## config.mk

```make
export PLATFORM = sky130hd
export DESIGN_NAME = mem_port_arbiter
export DESIGN_NICKNAME = d
export VERILOG_FILES = /design/src/rtl/mem_port_arbiter.sv
export SDC_FILE = /design/constraint.sdc
export NUM_CORES = 1
export LEC_CHECK = 0
export ABC_CLOCK_PERIOD_IN_PS = 1700
export CAP_MARGIN = 20
export CORE_AREA = 2 2 106 108
export DETAILED_ROUTE_END_ITERATION = 8
export DIE_AREA = 0 0 108 110
export PLACE_DENSITY_LB_ADDON = 0.08
export SYNTH_ARGS = -nofsm -noshare
export SYNTH_HDL_FRONTEND = slang
export SYNTH_SLANG_ARGS = --single-unit
```

## constraint.sdc

```tcl
create_clock -name clk -period 1.7 [get_ports clk]
set_input_delay 0.34 -clock clk [delete_from_list [all_inputs] [get_ports clk]]
set_output_delay 0.34 -clock clk [all_outputs]
set_load 0.05 [all_outputs]
```

## src/rtl/mem_port_arbiter.sv

```systemverilog
// Arbitrates the single-port unified memory between instruction fetch and the
// data load/store path, one fixed-latency transaction at a time.
module mem_port_arbiter #(
  parameter int unsigned MEM_LAT    = 2,
  parameter int unsigned STARVE_MAX = 4
) (
  input  logic        clk,
  input  logic        rst,
  input  logic        if_req,
  input  logic [31:0] if_addr,
  input  logic        if_flush,
  output logic [31:0] if_rdata,
  output logic        if_valid,
  output logic        if_stall,
  input  logic        d_req,
  input  logic        d_we,
  input  logic [3:0]  d_be,
  input  logic [31:0] d_addr,
  input  logic [31:0] d_wdata,
  output logic [31:0] d_rdata,
  output logic        d_valid,
  output logic        d_stall,
  output logic        mem_en,
  output logic        mem_we,
  output logic [3:0]  mem_be,
  output logic [31:0] mem_addr,
  output logic [31:0] mem_wdata,
  input  logic [31:0] mem_rdata
);

  localparam int unsigned CW = 4;
  localparam logic [CW-1:0] LAT_LOAD = CW'(MEM_LAT - 1);
  localparam logic [CW-1:0] STARVE_TOP = CW'(STARVE_MAX);

  typedef enum logic [1:0] {IDLE, BUSY_IF, BUSY_D} state_t;

  state_t        state, state_nx;
  logic [CW-1:0] lat_cnt, lat_nx;
  logic [CW-1:0] starve_cnt, starve_nx;
  logic          discard, discard_nx;
  logic          d_we_q, d_we_nx;
  logic          ifr;

  assign ifr = if_req & ~if_flush;

  // State register
  always_ff @(posedge clk) begin
    if (rst) begin
      state      <= IDLE;
      lat_cnt    <= '0;
      starve_cnt <= '0;
      discard    <= 1'b0;
      d_we_q     <= 1'b0;
    end else begin
      state      <= state_nx;
      lat_cnt    <= lat_nx;
      starve_cnt <= starve_nx;
      discard    <= discard_nx;
      d_we_q     <= d_we_nx;
    end
  end

  // Grant, sequencing and completion
  always_comb begin
    state_nx   = state;
    lat_nx     = lat_cnt;
    starve_nx  = starve_cnt;
    discard_nx = discard;
    d_we_nx    = d_we_q;
    mem_en     = 1'b0;
    mem_we     = 1'b0;
    mem_be     = 4'h0;
    mem_addr   = 32'h0;
    mem_wdata  = 32'h0;
    if_valid   = 1'b0;
    if_rdata   = 32'h0;
    d_valid    = 1'b0;
    d_rdata    = 32'h0;

    case (state)
      IDLE: begin
        discard_nx = 1'b0;
        if (d_req && (!ifr || starve_cnt != STARVE_TOP)) begin
          mem_en    = 1'b1;
          mem_we    = d_we;
          mem_be    = d_we ? d_be : 4'hF;
          mem_addr  = d_addr;
          mem_wdata = d_we ? d_wdata : 32'h0;
          state_nx  = BUSY_D;
          lat_nx    = LAT_LOAD;
          d_we_nx   = d_we;
          if (if_req && starve_cnt != STARVE_TOP)
            starve_nx = starve_cnt + CW'(1);
        end else if (ifr) begin
          mem_en    = 1'b1;
          mem_be    = 4'hF;
          mem_addr  = if_addr;
          state_nx  = BUSY_IF;
          lat_nx    = LAT_LOAD;
          starve_nx = '0;
        end
      end
      BUSY_IF: begin
        if (if_flush) discard_nx = 1'b1;
        if (lat_cnt == '0) begin
          state_nx   = IDLE;
          discard_nx = 1'b0;
          if (!discard && !if_flush) begin
            if_valid = 1'b1;
            if_rdata = mem_rdata;
          end
        end else begin
          lat_nx = lat_cnt - CW'(1);
        end
      end
      BUSY_D: begin
        if (lat_cnt == '0) begin
          state_nx = IDLE;
          d_valid  = 1'b1;
          d_rdata  = d_we_q ? 32'h0 : mem_rdata;
        end else begin
          lat_nx = lat_cnt - CW'(1);
        end
      end
      default: state_nx = IDLE;
    endcase

    // Responses in flight across reset are ignored and the port is quiet
    if (rst) begin
      mem_en    = 1'b0;
      mem_we    = 1'b0;
      mem_be    = 4'h0;
      mem_addr  = 32'h0;
      mem_wdata = 32'h0;
      if_valid  = 1'b0;
      if_rdata  = 32'h0;
      d_valid   = 1'b0;
      d_rdata   = 32'h0;
    end
  end

  assign if_stall = if_req & ~if_valid;
  assign d_stall  = d_req & ~d_valid;

endmodule

```

==> results.yml <==
power:
  peakVddDrop_v: 0.000399
  switching_share_pct: 41.3
  seq_power_share_pct: 10.8
  power.switching_w: 0.00122
  p_int_w: 0.00173
  p_total_w: 0.00295
  p_clk_share_pct: 10.6
  leakagePower_nw: 3.29
  p_per_area_nw_per_um2: 364
  combPwrFrac_pct: 78.6
routing:
  drc: 0
  wl_per_cell_um: 19.6
  wl_met1_um: 5390
  wl_um: 15600
  vias_per_cell: 4.66
  drt_iter0_markers: 142
  dr.pass1.iters: 4
  met2_length_um: 8550
  routed-wl-met3_um: 1350
  top_layer: "met4"
  num_vias: 3712
  postRouteAntennaNets: 0
logic_synthesis:
  ys_warn_count: 0
  yosysMostFrequentCell: "and2_1"
  synth_xor_area_share_pct: 0
  synthesis.area_um2: 2010
  yosys.area.top_type: "and2_1"
  synth_top_family_by_area: "simple AND/OR/NAND/NOR gates"
  ys_ff_latch: 12
  ys.flop_type: "dfxtp_1"
  synth_simple_gate_area_share_pct: 65.3
  ys_top_cells_by_area: "and2_1 (31%), nand3_1 (17%), dfxtp_1 (12%)"
  synth_top_area_share_pct: 30.8
  ys_types: 40
  yosysSeqAreaShare_pct: 11.9
  synth_fa_ha_area_share_pct: 3.73
  synthTopCellsByCount: "and2_1 (99), nand3_1 (68), nand2_1 (38)"
  synth.avg_cell_area_um2: 6.14
  muxShareOfSynthArea_pct: 0.994
  ys_async_sr_fraction_pct: 0
  syn-num-nets: 472
  synth-edff-count: 0
  synth_compound_area_share_pct: 9.57
  synth_cells: 328
worst_setup_path:
  cp_slowest_cell: "dfxtp_2"
  critPathCaptureType: "primary output"
  crit_path_frequent_cell: "buf_12"
  crit_type: "flop to primary output"
  critPathRequiredTime_ns: 1.36
  critPathArrivalTime_ns: 1.86
  crit_family: "simple AND/OR/NAND/NOR gates"
  cp-start-kind: "flop"
  cp_slowest_stage_delay_ns: 0.32
  worstPathCellList: "inv_2 > ha_4 > nand3b_1 > o21a_2 > and3_4 > buf_12 > and2_4 > buf_12"
  critPathBufInv: 3
  crit_fanout: 16
layout:
  drive_gt1_share_pct: 64.6
  diodes: 0
  final_util_pct: 75.9
  area_growth_pct: 303
  fin_nets: 801
  fillers: 668
timing:
  min_period_ns: 2.20
  tightest_slew_ns: 0.313
  fmax_mhz: 454
  relSlewSlack_pct: 79.1
  setup_ws_ns: -0.505
  rsz0062_at_grt: "true"
  maxSlewViolCount: 0
  clock-skew-final_ns: 0.00375
  setup_viol: 138
  hold_viol: 0
  fin_crit_sh_pct: 130
global_routing:
  antenna_found_initial: 0
  grt_pass1_vias: 3762
  grt-ovfl-total: 0
  grt_max_degree: 33
  grt_use_total_pct: 23.0
  grt_pass1_wl_um: 21300
placement:
  gp_congestion: 0.822
  dp_slack_ns: -0.606
  dpl.hpwl_um: 11700
  port_buffers: 275
worst_hold_path:
  hp-class: "flop to flop"
clocking:
  postCtsHoldBufs: 0
  cts_buffers: 3
  cts_tree: "done"
  htreeDepth: 1
  cts.sinks: 12
  clockBufferDepth: 2
  path_clk_slew_ns: 0.06
  clk_latency_ns: 0.24
  cts_root_buf: "clkbuf_8"
floorplan:
  rows: 38
  die-area_um2: 11900
  ios: 276
  start_util_pct: 18.8
  die_w_um: 108
  die_y_um: 110
  coreArea_um2: 10700
status:
  outcome: "finished with violations"
  failed_checks: "setup timing"
job:
  drv_cap: 0
[per-stage QoR]
step           setup TNS (ns)  area, µm²  hold slack, ns  instances
3_5_place_dp           -70.78       7190           0.483        765
5_1_grt                -68.83       8120           0.524        796
6_report               -59.99       8120           0.493        796
3_3_place_gp           -67.03       7190           0.464        765
4_1_cts                -63.06       7950           0.501        792
2_1_floorplan          -12.63       2710           0.411        328
[final cells by class]
type	instances	area (µm²)	area share (%)
flip-flops and latches	12	248	3.05
multi-input cells	276	2550	31.5
well taps	140	175	2.16
inverters	12	47.5	0.586
repair buffers	352	5040	62.1
clock buffers	4	55.1	0.678
[flip-flops by register name (all words and copies together), names as in the netlist]
register,cells
d_we_q,1
discard,1
lat_cnt,4
starve_cnt,4
state,2
[worst register-to-register path, stage by stage (launching register included)]
cell and delay (ns):
dfxtp_2 0.33, inv_2 0.05, ha_4 0.15, nor3b_4 0.15
buf_4 0.14, and2_1 0.15, or4_1 0.39, a31oi_1 0.19
[cells in the final DEF (no fill, tap or decap), types with 4 or more instances in the layout]
cell type / synthesis / layout
o21a_4: 0 / 4
nand2_4: 0 / 30
inv_2: 0 / 6
and2_4: 0 / 97
buf_12: 0 / 145
dfxtp_2: 0 / 6
clkdlybuf4s50_1: 0 / 133
dfxtp_1: 12 / 6
o21ai_0: 5 / 4
buf_4: 0 / 42
nand2_1: 38 / 5
nand3_2: 0 / 19
inv_1: 12 / 5
buf_8: 0 / 4
nand3_1: 68 / 31
clkbuf_16: 0 / 4
clkbuf_8: 0 / 4
nand3_4: 0 / 18
buf_6: 2 / 16
a21oi_1: 6 / 5
nor2_1: 10 / 6
buf_16: 0 / 4
[power groups by stage]
| stage | combinational [W] | sequential (W) | clock, W |
|---|---|---|---|
| 2_1_floorplan | 0.000961 | 0.000327 | 0 |
| 3_3_place_gp | 0.00204 | 0.000323 | 0 |
| 3_5_place_dp | 0.00207 | 0.000325 | 0 |
| 4_1_cts | 0.00225 | 0.000319 | 0.000322 |
| 5_1_grt | 0.00242 | 0.000321 | 0.000334 |
| 6_report | 0.00232 | 0.000319 | 0.000314 |
[kinds of logic after synthesis]
logic type,count (synthesis)
mux,2
simple gates,239
flops,12
buf+inv,40
compound gates,29
fa+ha+maj,6
[worst paths after layout]
path,start,end,slack [ns],cells after the start
max,starve_cnt[0],mem_wdata[31],-0.50,8
min,discard,discard,0.49,2
min reg2reg,discard,discard,0.49,2
max reg2reg,lat_cnt[0],lat_cnt[3],0.06,7
[metal layers]
| layer | vias up | GRT usage, % |
|---|---|---|
| met5 | - | 0 |
| met4 | 0 | 3.94 |
| li1 | 1754 | - |
| met3 | 20 | 6.82 |
| met1 | 1761 | 24.4 |
| met2 | 177 | 45.4 |
[timing repair]
item,CTS,global route
pin swaps,25,13
hold endpoints to repair,0,0
gates cloned,8,5
setup buffers,15,9
endpoints found under the setup margin,141,144
resized for setup,84,42
Note: power is estimated with default switching activity, not from simulation.
